[src/rtl/axi_arbiter_mtos_aw_ar.sv]
// Per-slave AW/AR request arbiter; AW grant order is queued so the W channel follows AW order.
// Define AXI_ARB_MTOS_RR_EN for round-robin selection, otherwise fixed priority (master 0 highest).
module axi_arbiter_mtos_aw_ar #(
    parameter int NUM         = 2,
    parameter int WFIFO_DEPTH = 4
) (
    input  logic                          ARESETn,
    input  logic                          ACLK,
    input  logic [NUM:0]                  AWSELECT,
    input  logic [NUM:0]                  AWVALID,
    input  logic                          AWREADY,
    output logic [NUM:0]                  AWGRANT,
    input  logic [NUM:0]                  WVALID,
    input  logic [NUM:0]                  WLAST,
    input  logic                          WREADY,
    output logic [NUM:0]                  WGRANT,
    input  logic [NUM:0]                  ARSELECT,
    input  logic [NUM:0]                  ARVALID,
    input  logic                          ARREADY,
    output logic [NUM:0]                  ARGRANT,
    output logic [$clog2(WFIFO_DEPTH):0]  WFIFO_CNT
);

    localparam int NM = NUM + 1;
    localparam int IW = (NM > 1) ? $clog2(NM) : 1;
    localparam int PW = $clog2(WFIFO_DEPTH);
    localparam int CW = PW + 1;

    typedef enum logic {ST_RUN = 1'b0, ST_WAIT = 1'b1} state_e;

    function automatic logic [IW-1:0] enc_f(input logic [NUM:0] oh);
        logic [IW-1:0] idx;
        idx = '0;
        for (int i = 0; i <= NUM; i++) begin
            idx = idx | (oh[i] ? IW'(i) : IW'(0));
        end
        return idx;
    endfunction

    function automatic logic [NUM:0] onehot_f(input logic [IW-1:0] idx);
        logic [NUM:0] oh;
        oh = '0;
        for (int i = 0; i <= NUM; i++) begin
            oh[i] = (idx == IW'(i));
        end
        return oh;
    endfunction

`ifdef AXI_ARB_MTOS_RR_EN
    // Two passes: indices above the last winner first, then wrap around to 0..pointer.
    function automatic logic [NUM:0] sel_f(input logic [NUM:0] req, input logic [IW-1:0] ptr);
        logic [NUM:0] gnt;
        logic         hit;
        gnt = '0;
        hit = 1'b0;
        for (int i = 0; i <= NUM; i++) begin
            if (!hit && req[i] && (IW'(i) > ptr)) begin
                gnt[i] = 1'b1;
                hit    = 1'b1;
            end
        end
        for (int i = 0; i <= NUM; i++) begin
            if (!hit && req[i]) begin
                gnt[i] = 1'b1;
                hit    = 1'b1;
            end
        end
        return gnt;
    endfunction
`else
    function automatic logic [NUM:0] sel_f(input logic [NUM:0] req);
        logic [NUM:0] gnt;
        logic         hit;
        gnt = '0;
        hit = 1'b0;
        for (int i = 0; i <= NUM; i++) begin
            if (!hit && req[i]) begin
                gnt[i] = 1'b1;
                hit    = 1'b1;
            end
        end
        return gnt;
    endfunction
`endif

    state_e         ar_state_r, ar_state_s, aw_state_r, aw_state_s;
    logic [NUM:0]   ar_req_s, ar_sel_s, ar_latch_r;
    logic [NUM:0]   aw_req_s, aw_sel_s, aw_latch_r;
    logic           ar_hs_s, aw_hs_s, w_pop_s, fifo_full_s, fifo_empty_s;
    logic [IW-1:0]  fifo_mem_r [WFIFO_DEPTH];
    logic [PW-1:0]  wr_ptr_r, rd_ptr_r;
    logic [CW-1:0]  cnt_r;

    assign ar_req_s     = ARSELECT & ARVALID;
    assign aw_req_s     = AWSELECT & AWVALID;
    assign fifo_full_s  = (cnt_r == CW'(WFIFO_DEPTH));
    assign fifo_empty_s = (cnt_r == CW'(0));

`ifdef AXI_ARB_MTOS_RR_EN
    logic [IW-1:0]  ar_ptr_r, aw_ptr_r;

    assign ar_sel_s = sel_f(ar_req_s, ar_ptr_r);
    assign aw_sel_s = fifo_full_s ? '0 : sel_f(aw_req_s, aw_ptr_r);

    // Priority pointers track the last handshaken master per channel.
    always_ff @(posedge ACLK or negedge ARESETn) begin
        if (!ARESETn) begin
            ar_ptr_r <= IW'(NUM);
            aw_ptr_r <= IW'(NUM);
        end else begin
            if (ar_hs_s) ar_ptr_r <= enc_f(ARGRANT);
            if (aw_hs_s) aw_ptr_r <= enc_f(AWGRANT);
        end
    end
`else
    assign ar_sel_s = sel_f(ar_req_s);
    assign aw_sel_s = fifo_full_s ? '0 : sel_f(aw_req_s);
`endif

    assign ar_hs_s = ARREADY & (|(ARGRANT & ARVALID));
    assign aw_hs_s = AWREADY & (|(AWGRANT & AWVALID));

    // AR grant: live selection in RUN, frozen in WAIT until the slave accepts.
    always_comb begin
        ar_state_s = ar_state_r;
        ARGRANT    = '0;
        case (ar_state_r)
            ST_RUN: begin
                ARGRANT = ar_sel_s;
                if ((|ar_sel_s) && !ARREADY) ar_state_s = ST_WAIT;
                else                         ar_state_s = ST_RUN;
            end
            ST_WAIT: begin
                ARGRANT = ar_latch_r;
                if (ARREADY && (|(ar_latch_r & ARVALID))) ar_state_s = ST_RUN;
                else                                     ar_state_s = ST_WAIT;
            end
            default: begin
                ARGRANT    = '0;
                ar_state_s = ST_RUN;
            end
        endcase
    end

    // AW grant: same scheme; full FIFO suppresses new grants only in RUN.
    always_comb begin
        aw_state_s = aw_state_r;
        AWGRANT    = '0;
        case (aw_state_r)
            ST_RUN: begin
                AWGRANT = aw_sel_s;
                if ((|aw_sel_s) && !AWREADY) aw_state_s = ST_WAIT;
                else                         aw_state_s = ST_RUN;
            end
            ST_WAIT: begin
                AWGRANT = aw_latch_r;
                if (AWREADY && (|(aw_latch_r & AWVALID))) aw_state_s = ST_RUN;
                else                                     aw_state_s = ST_WAIT;
            end
            default: begin
                AWGRANT    = '0;
                aw_state_s = ST_RUN;
            end
        endcase
    end

    // FSM state and grant latches; the latch samples every RUN cycle and matters only on entry to WAIT.
    always_ff @(posedge ACLK or negedge ARESETn) begin
        if (!ARESETn) begin
            ar_state_r <= ST_RUN;
            aw_state_r <= ST_RUN;
            ar_latch_r <= '0;
            aw_latch_r <= '0;
        end else begin
            ar_state_r <= ar_state_s;
            aw_state_r <= aw_state_s;
            if (ar_state_r == ST_RUN) ar_latch_r <= ar_sel_s;
            if (aw_state_r == ST_RUN) aw_latch_r <= aw_sel_s;
        end
    end

    assign WGRANT    = fifo_empty_s ? '0 : onehot_f(fifo_mem_r[rd_ptr_r]);
    assign w_pop_s   = WREADY & (|(WGRANT & WVALID & WLAST));
    assign WFIFO_CNT = cnt_r;

    // AW-order FIFO: push granted index on AW handshake, pop on the last W beat.
    always_ff @(posedge ACLK or negedge ARESETn) begin
        if (!ARESETn) begin
            wr_ptr_r <= '0;
            rd_ptr_r <= '0;
            cnt_r    <= '0;
            for (int i = 0; i < WFIFO_DEPTH; i++) begin
                fifo_mem_r[i] <= '0;
            end
        end else begin
            if (aw_hs_s) begin
                fifo_mem_r[wr_ptr_r] <= enc_f(AWGRANT);
                wr_ptr_r             <= wr_ptr_r + PW'(1);
            end
            if (w_pop_s) rd_ptr_r <= rd_ptr_r + PW'(1);
            case ({aw_hs_s, w_pop_s})
                2'b10:   cnt_r <= cnt_r + CW'(1);
                2'b01:   cnt_r <= cnt_r - CW'(1);
                default: cnt_r <= cnt_r;
            endcase
        end
    end

endmodule

[config.mk]
export PLATFORM = sky130hd
export DESIGN_NAME = axi_arbiter_mtos_aw_ar
export DESIGN_NICKNAME = d
export VERILOG_FILES = /design/src/rtl/axi_arbiter_mtos_aw_ar.sv
export SDC_FILE = /design/constraint.sdc
export NUM_CORES = 1
export LEC_CHECK = 0
export CORE_ASPECT_RATIO = 1.25
export CORE_MARGIN = 4
export CORE_UTILIZATION = 25
export DETAILED_ROUTE_END_ITERATION = 6
export GPL_TIMING_DRIVEN = 1
export PLACE_DENSITY_LB_ADDON = 0.2
export SKIP_LAST_GASP = 1
export SYNTH_ARGS = -nofsm -noshare
export SYNTH_HDL_FRONTEND = slang
export SYNTH_SLANG_ARGS = --single-unit
export TNS_END_PERCENT = 1
[constraint.sdc]
create_clock -name ACLK -period 3.05 [get_ports ACLK]
set_input_delay 0.61 -clock ACLK [delete_from_list [all_inputs] [get_ports ACLK]]
set_output_delay 0.61 -clock ACLK [all_outputs]
set_load 0.005 [all_outputs]
==> run metrics, run 1 <==
HP Class=reg2reg; share of the yosys chip area belonging to registers=42.4%; Critical Path AT=2.25 ns; H-Tree Depth=1; Synth top cells by count=dfrtp_1 (23), nand2_1 (16), nor3_1 (13); first-pass GRT wire length=5.26 mm; Syn Nets=161; status=complete, no violations; xor and xnor area share after synthesis=3.87%; cts repair resizes=0; Sw Ratio=between 30% and 40%; first-pass iteration count of the detailed router=6; Fin Setup TNS=0 ns; Synth top area share=between 40% and 50%; Max Root-Sink Buffers=2; Final Setup Violations=0; Slew @ Worst Pin=0.498 ns; Hold Vio Cnt, Final=0; Initial Util=26.2%; Comb power frac=52.1%; CTS tree=done; fraction of layout cells with a size suffix above 1=between 10% and 20%; num rows=29; Num CTS Buffers=3; Tcrit/Tclk final=93.9%; RSZ-0062 raised after global routing=no; total routed wirelength=3.16 mm; Synth Cell Area=0.00136 sq mm; Final Non-Filler Cells=235; chip width=73.9 um; Switch Pwr=0.000588 W; Pins Over Slew Limit=0; Max-slew headroom=66.4%; PortBufs=34; GR Overflow Total=0; Fin Clk Skew=0.00334 ns; Die ar.=0.00669 sq mm; Via density=roughly 5; Area after DPL=0.00180 sq mm; fill count=513; nature of the critical path endpoint=output pin; VDD IR max=roughly 0.0003 V; FF-to-FF End=WFIFO_CNT[2]; Worst Hold End=fifo_mem_r[3]; largest family of logic cells by synthesized area=simple AND/OR/NAND/NOR gates; number of synthesized register bits=23; mux contribution to synthesized area=9.21%; Hold Buf Count CTS=0; core box area=0.00519 sq mm; clock sinks=23; CP required=2.44 ns; mean area per synthesized cell=10.3 sq um; Pint=0.000993 W; Async SR Flop Fraction=100%; fmax=349 MHz; slack of the worst reg-to-reg path=0.49 ns; cell taking the most area after synthesis=dfrtp_1; DPL Wire Length=2.54 mm; minimum clock period=2.86 ns; vias in the first global route=1,241; Area contributors post-synth=dfrtp_1 (42%), nor3_1 (4.8%), ha_1 (4.6%), nand2_1 (4.4%), mux2_2 (3.3%); hold_sp=fifo_mem_r[3]; synthesized instance count=132; worst skew pair latency=0.27 ns; hold path depth=1; DP Cell Count=231; CP max FO=4; yosys warns=0; Clock Pin Slew Worst Setup and Hold Paths=0.09 ns; nets=203; clock share of power=about an eighth; Leak Pwr=0.768 nW; Worst Reg-to-Reg Cells=9; I/O pin cnt=35; Setup CP Type=in2out; Post-CTS Setup Bufs=0; RePlAce Congestion=0.850; detailed-route wire length per cell=13.4 um; initial detailed-routing violation count=20; Clock Tree Root=clkbuf_8; Synth Area in Simple Gates=17.3%; area grow syn2layout=35.5%; Overall Global Routing Usage=around 9.8%; PD cells=about 860 mW/mm^2; number of synthesized flops with an enable pin=0; Post-route DRC=0; compound-cell area share of the yosys netlist=17.0%; Synth cell types=39; r2r startpoint=rd_ptr_r[0]; top_reg_cell synth=dfrtp_1; initial antenna violation count=0; Startpoint Class=input pin; largest net degree at the start of global routing=24; most common cell in the netlist=dfrtp_1; fin area=~0.0018 sq mm; Antenna diodes=0; antenna-violating nets left=0; die height=90.4 um; routed via count=1,161; Flop pwr share=35.7%; adder-cell area share of the yosys netlist=6.08%; # Max-Cap Violations=0
[how the worst max path moves through the flow]
stage,from,endpoint,slack (ns),cells after the start
after CTS,AWVALID[0],AWGRANT[2],0.15,5
after floorplan,WFIFO_CNT[0],WFIFO_CNT[2],0.57,11
after global routing,AWVALID[0],AWGRANT[2],0.01,5
after detailed placement,AWVALID[0],WFIFO_CNT[2],0.13,11
final,AWVALID[0],AWGRANT[2],0.19,5
after global placement,AWVALID[0],AWGRANT[2],0.12,5
[metal layers]
metal,up-vias,part of all wire (%),track usage [%]
li1,560,-,-
met1,552,42,11.7
met2,41,48,16.6
met3,8,6.5,1.78
met4,0,2.5,4.38
met5,-,0,0
[sequential cells by signal, summed over array words and instances (netlist names)]
name	flops
aw_latch_r	3
fifo_mem_r	8
wr_ptr_r	2
WFIFO_CNT	3
ar_latch_r	3
rd_ptr_r	2
ar_state_r	1
aw_state_r	1
[cell usage in the layout (no fill, tap or decap), types with 2 or more instances in the layout]
| master | n |
|---|---|
| nor3_1 | 13 |
| mux2i_1 | 2 |
| ha_1 | 5 |
| dfrtp_1 | 23 |
| buf_4 | 6 |
| nand2_1 | 16 |
| a21oi_1 | 6 |
| o21bai_1 | 2 |
| clkbuf_8 | 3 |
| nand3_1 | 5 |
| mux2_2 | 4 |
| a31oi_1 | 4 |
| nor2_1 | 4 |
| clkdlybuf4s50_1 | 34 |
| mux4_2 | 2 |
| xor2_1 | 3 |
| inv_1 | 8 |
| and2_1 | 3 |
| o31ai_1 | 2 |
| xnor2_1 | 3 |
| o21ai_0 | 5 |
[power by group through the flow]
stage	combinational [W]	clock, W	sequential, W
global route	0.000927	0.000212	0.000584
finish	0.000823	0.000194	0.000564
CTS	0.000840	0.000202	0.000567
floorplan	0.000534	0	0.000529
detailed placement	0.000832	0	0.000572
global placement	0.000825	0	0.000565
[worst max-delay path, cell delays in order]
cell             delay (ns)
clkdlybuf4s50_1        0.46
a21oi_1                0.25
nand2_1                0.13
o21bai_1               0.24
clkdlybuf4s50_1        0.55
[through the flow]
step                      util, %  hold slack, ns  total power (W)  worst slack [ns]
after floorplan                 -           0.314          0.00106             0.573
after global placement       34.6           0.491          0.00139             0.120
after detailed placement     34.6           0.494          0.00140             0.133
after CTS                    35.5           0.515          0.00161             0.147
after global routing         35.5           0.527          0.00172            0.0144
final                        35.5           0.512          0.00158             0.187
[cells by family (layout without fill, tap and decap cells)]
family / Yosys count / after routing
AND/OR/NAND/NOR: 46 / 46
multiplexers: 9 / 9
XOR/XNOR: 6 / 6
buffers and inverters: 11 / 52
flip-flops: 23 / 23
adder cells (fa/ha/maj): 6 / 6
AO/OA/AOI/OAI: 31 / 31
[area by class of cell]
type / instances / area (sq um) / area share [%]
sequential: 23 / 576 / 31.2
inverter: 8 / 30.0 / 1.63
timing repair buffer: 40 / 385 / 20.9
tap: 62 / 77.6 / 4.21
clock buffer: 3 / 41.3 / 2.24
multi-input combinational: 98 / 727 / 39.5
clock inverter: 1 / 5.00 / 0.272
Note: power is estimated with default switching activity, not from simulation.
==> inputs of run 2 (changes only) <==
--- a/config.mk
+++ b/config.mk
@@ -10,7 +10,7 @@
 export CORE_UTILIZATION = 25
 export DETAILED_ROUTE_END_ITERATION = 6
 export GPL_TIMING_DRIVEN = 1
-export PLACE_DENSITY_LB_ADDON = 0.2
+export PLACE_DENSITY = 0.47
 export SKIP_LAST_GASP = 1
 export SYNTH_ARGS = -nofsm -noshare
 export SYNTH_HDL_FRONTEND = slang
==> run 2 against run 1 <==
  * Die area stayed put
  * Largest cell class unchanged
  * Non-clock buffer count is the same
  * Total power is 0.38% higher
  * Core utilization is the same
  * Design area is the same
  * Sequential cell count unchanged
  * First-iteration DRC count grew 90%
  * Cell count is the same
  * Sequential share of layout area unchanged
==> run metrics, run 2 (same netlist as run 1, synthesis figures left out) <==
Fin Clk Skew=0.00227 ns (-0.00108 ns); core box area=0.00519 sq mm (unchanged); max reg flops=8 (unchanged); vias in the first global route=1,265 (+1.9%); Clock Pin Slew Worst Setup and Hold Paths=0.08 ns (about the same); WHS=0.518 ns (+0.00668 ns); Overall Global Routing Usage=10.5% (+0.71 points); nature of the critical path endpoint=output pin; area grow syn2layout=35.5% (unchanged); Pins Over Slew Limit=0 (unchanged); Post-route DRC=0 (unchanged); first-pass GRT wire length=5.71 mm (+8.5%); PortBufs=34 (unchanged); Fin Setup TNS=0 ns (unchanged); Final Setup Violations=0 (unchanged); initial antenna violation count=0 (unchanged); most common cell after layout, fill and taps aside=clkdlybuf4s50_1; Startpoint Class=input pin; antenna-violating nets left=0 (unchanged); Max Root-Sink Buffers=2 (unchanged); Antenna diodes=0 (unchanged); CP required=2.44 ns (about the same); total routed wirelength=3.24 mm (+2.5%); Post-CTS Setup Bufs=0 (unchanged); Die ar.=0.00669 sq mm (unchanged); Hold Vio Cnt, Final=0 (unchanged); r2r startpoint=rd_ptr_r[0]; FF-to-FF End=WFIFO_CNT[2]; worst skew pair latency=0.27 ns (about the same); CTS tree=done; detailed-route wire length per cell=13.8 um (+2.5%); PD cells=862 mW/mm^2 (+0.38%); slack of the worst reg-to-reg path=0.50 ns (about the same); Num CTS Buffers=3 (unchanged); GR Overflow Total=0 (unchanged); Slew @ Worst Pin=0.503 ns (+0.00497 ns); fmax=344 MHz (-1.6%); Largest Register=fifo_mem_r; I/O pin cnt=35 (unchanged); fill count=518 (+0.97%); Tcrit/Tclk final=95.4% (+1.5 points); RSZ-0062 raised after global routing=no; H-Tree Depth=1 (unchanged); clock sinks=23 (unchanged); first-pass iteration count of the detailed router=4 (-2); Setup CP Type=in2out; CP startpoint=AWVALID[0]; # Max-Cap Violations=0 (unchanged); CP max FO=4 (unchanged); HP Class=reg2reg; RePlAce Congestion=0.805 (-5.2%); VDD IR max=0.000330 V (+7.5%); Total Power=0.00159 W (+0.38%); cts repair resizes=0 (unchanged); nets=203 (unchanged); die height=90.4 um (unchanged); CP Capture Point=AWGRANT[2]; Clock Tree Root=clkbuf_8; Via density=4.97 (+0.52%); fraction of layout cells with a size suffix above 1=15.0% (unchanged); routed via count=1,167 (+0.52%); num rows=29 (unchanged); Leak Pwr=0.768 nW (unchanged); chip width=73.9 um (unchanged); largest net degree at the start of global routing=24 (unchanged); Max-slew headroom=66.1% (-0.33 points); Critical Path AT=2.30 ns (+0.05 ns); Hold Buf Count CTS=0 (unchanged); status=complete, no violations; most frequent cells in the layout=clkdlybuf4s50_1 (34), dfrtp_1 (23), nand2_1 (16); Worst Reg-to-Reg Cells=9 (unchanged); initial detailed-routing violation count=38 (+90%); DPL Wire Length=2.56 mm (+0.83%); Initial Util=26.2% (unchanged); minimum clock period=2.91 ns (+0.0455 ns)
-- run 2: cell counts in the layout (fill, tap and decap cells not counted) --
Identical to the previous run, type by type.
-- run 2: per-stage QoR --
step,instances,cell area (sq um),util [%],setup slack (ns)
final,235,1840,35.5,0.142
after global routing,235,1840,35.5,0.0679
after CTS,235,1840,35.5,0.149
after detailed placement,231,1800,34.6,0.147
after global placement,231,1800,34.6,0.147
after floorplan,132,1360,-,0.573
-- run 2: cell type report --
cell class	instances	area, sq um	share of cell area (%)
Clock buffer	3	41.3	2.24
Clock inverter	1	5.00	0.272
Inverter	8	30.0	1.63
Multi-Input combinational cell	98	727	39.5
Sequential cell	23	576	31.2
Tap cell	62	77.6	4.21
Timing Repair Buffer	40	385	20.9
-- run 2: how the worst min path moves through the flow --
stage | start | endpoint | slack [ns] | cells past startpoint
6_report | fifo_mem_r[3] | fifo_mem_r[3] | 0.52 | 1
3_5_place_dp | fifo_mem_r[7] | fifo_mem_r[7] | 0.50 | 1
2_1_floorplan | ARESETn | WFIFO_CNT[0] | 0.31 | 0
3_3_place_gp | fifo_mem_r[3] | fifo_mem_r[3] | 0.49 | 1
4_1_cts | fifo_mem_r[7] | fifo_mem_r[7] | 0.52 | 1
5_1_grt | fifo_mem_r[3] | fifo_mem_r[3] | 0.54 | 1
-- run 2: worst max-delay path: stages --
cell and delay (ns):
clkdlybuf4s50_1 0.46, a21oi_1 0.24, nand2_1 0.14, o21bai_1 0.30
clkdlybuf4s50_1 0.56
-- run 2: metal layers --
| metal | vias to the layer above | wire length (um) | global-route usage [%] | part of all wire (%) |
|---|---|---|---|---|
| li1 | 557 | - | - | - |
| met1 | 567 | 1340 | 12.1 | 41 |
| met3 | 5 | 188 | 2.34 | 5.8 |
| met4 | 0 | 48 | 2.42 | 1.5 |
| met2 | 38 | 1660 | 19.2 | 51 |
| met5 | - | 0 | 0 | 0 |
-- run 2: where the power goes --
part / internal (W) / switching (W) / total (W)
Combinational: 0.000467 / 0.000361 / 0.000828
Sequential: 0.000433 / 0.000130 / 0.000564
Clock: 0.0000914 / 0.000104 / 0.000195
Total: 0.000992 / 0.000595 / 0.00159
==> inputs of run 3 (changes only) <==
==> constraint.sdc (replaced) <==
create_clock -name ACLK -period 3.7 [get_ports ACLK]
set_input_delay 0.74 -clock ACLK [delete_from_list [all_inputs] [get_ports ACLK]]
set_output_delay 0.74 -clock ACLK [all_outputs]
set_load 0.005 [all_outputs]
==> run 3 against run 2 <==
  * Sequential power down 17%
  * Sequential cell count stayed put
  * Core utilization fell by 0.60 points
==> run metrics, run 3 (same netlist as run 1, synthesis figures left out) <==
status=complete, no violations; Post-CTS Setup Bufs=0 (unchanged); Overall Global Routing Usage=10.2% (-0.31 points); CP top delay family=buffers and inverters; RSZ-0062 raised after global routing=no; area grow syn2layout=33.2%; CP max FO=5 (+1); most frequent cells in the layout=clkdlybuf4s50_1 (34), dfrtp_1 (23), nand2_1 (16); peak per-stage delay on the critical path=0.57 ns (about the same); first-pass GRT wire length=5.51 mm (-3.5%); Die ar.=0.00669 sq mm (unchanged); Initial Util=26.2% (unchanged); minimum clock period=3.24 ns; Max Root-Sink Buffers=2 (unchanged); I/O pin cnt=35 (unchanged); Critical Path AT=2.50 ns (+0.20 ns); PortBufs=34 (unchanged); fmax=308 MHz; Slew @ Worst Pin=1.08 ns (+0.577 ns); CTS tree=done; Crit-path slowest cell=clkdlybuf4s50_1; Hold Buf Count CTS=0 (unchanged); Crit path buffers/inverters=2 (unchanged); Antenna diodes=0 (unchanged); crit path cell chain=clkdlybuf4s50_1 > a21oi_1 > nand2_1 > o21bai_1 > clkdlybuf4s50_1; VDD IR max=0.000197 V (-40%); Post-route DRC=0 (unchanged); max reg flops=8 (unchanged); Fin Setup TNS=0 ns (unchanged); initial detailed-routing violation count=34 (-11%); DPL Wire Length=2.62 mm (+2.3%); Fin Clk Skew=0.00232 ns (+0.0000505 ns); PD cells=711 mW/mm^2 (-17%); first-pass iteration count of the detailed router=4 (unchanged); final core occ=34.9% (-0.60 points); detailed-route wire length per cell=14.2 um (+2.8%); core box area=0.00519 sq mm (unchanged); H-Tree Depth=1 (unchanged); nets=199 (-2.0%); clock sinks=23 (unchanged); Clock Tree Root=clkbuf_8; area of the multi-input gates=727 sq um (unchanged); antenna-violating nets left=0 (unchanged); chip width=73.9 um (unchanged); cts repair resizes=0 (unchanged); CP required=2.96 ns (+0.52 ns); worst skew pair latency=0.26 ns (about the same); fill count=506 (-2.3%); Startpoint Class=input pin; RePlAce Congestion=0.870 (+8.1%); GR Overflow Total=0 (unchanged); Leak Pwr=0.746 nW (-2.8%); die height=90.4 um (unchanged); vias in the first global route=1,224 (-3.2%); most common cell after layout, fill and taps aside=clkdlybuf4s50_1; nature of the critical path endpoint=output pin; Hold Vio Cnt, Final=0 (unchanged); largest net degree at the start of global routing=24 (unchanged); Setup CP Type=in2out; initial antenna violation count=0 (unchanged); fraction of layout cells with a size suffix above 1=12.4% (-2.6 points); num rows=29 (unchanged); Clock Pin Slew Worst Setup and Hold Paths=0.08 ns (about the same); Pins Over Slew Limit=0 (unchanged); Num CTS Buffers=3 (unchanged); Tcrit/Tclk final=between 80 and 90%; Crit path top cell by count=clkdlybuf4s50_1; Via density=4.90 (-1.4%); # Max-Cap Violations=0 (unchanged); Final Setup Violations=0 (unchanged); routed via count=1,131 (-3.1%); total routed wirelength=3.27 mm (+1.1%); Max-slew headroom=27.8% (-38 points); Largest Register=fifo_mem_r; Register Area=576 sq um (unchanged); HP Class=reg2reg
==> run 3: cell types whose count changed in the layout (fill, tap and decap cells not counted) <==
cell / change
clkbuf_1: +1
buf_4: -4
clkinv_2: -1
==> run 3: through the flow <==
stage          setup WS [ns]  area (sq um)  cells  power (W)  hold WS [ns]
2_1_floorplan           1.20          1360    132   0.000876         0.444
3_3_place_gp           0.496          1770    227    0.00113         0.499
3_5_place_dp           0.453          1770    227    0.00115         0.492
4_1_cts                0.467          1810    231    0.00131         0.512
5_1_grt                0.355          1810    231    0.00140         0.543
6_report               0.457          1810    231    0.00129         0.508
==> run 3: layout make-up <==
class	count	area share, %
Clock buffer	4	2.49
Inverter	8	1.66
Multi-Input combinational cell	98	40.2
Sequential cell	23	31.8
Tap cell	62	4.28
Timing Repair Buffer	36	19.6
==> run 3: worst reg2reg max path: cells and delay by family, from the launching register on <==
family                     cells  cell delay, ns
xor gates and xnor gates       2            0.30
adders and majority gates      2            0.56
DFF                            1            0.45
and+or+nand+nor                2            0.57
AOI/OAI and AO/OA              3            0.74
buffers and inverters          1            0.06
==> run 3: power by group <==
group	internal, W	switching, W
combinational	0.000369	0.000295
clock	0.0000768	0.0000791
sequential	0.000357	0.000111
==> run 3: worst paths after layout <==
kind                            cells after the start  slack (ns)            end          start
worst max-delay path                                5        0.46     AWGRANT[2]     AWVALID[0]
worst min-delay path                                1        0.51  fifo_mem_r[1]  fifo_mem_r[1]
worst max register to register                     10        0.95   WFIFO_CNT[2]   WFIFO_CNT[0]
worst min register to register                      1        0.51  fifo_mem_r[1]  fifo_mem_r[1]
max in group asynchronous                           1        1.99  fifo_mem_r[1]        ARESETn
min in group asynchronous                           1        1.06  aw_latch_r[2]        ARESETn
==> run 3: routing by layer <==
layer  wire [um]  up-vias  track usage (%)  share of wire [%]
met5           0        -                0                  0
li1            -      553                -                  -
met4           0        0             1.81                  0
met3         150        0             2.00                4.6
met1        1380      555             12.5                 42
met2        1740       23             18.2                 53
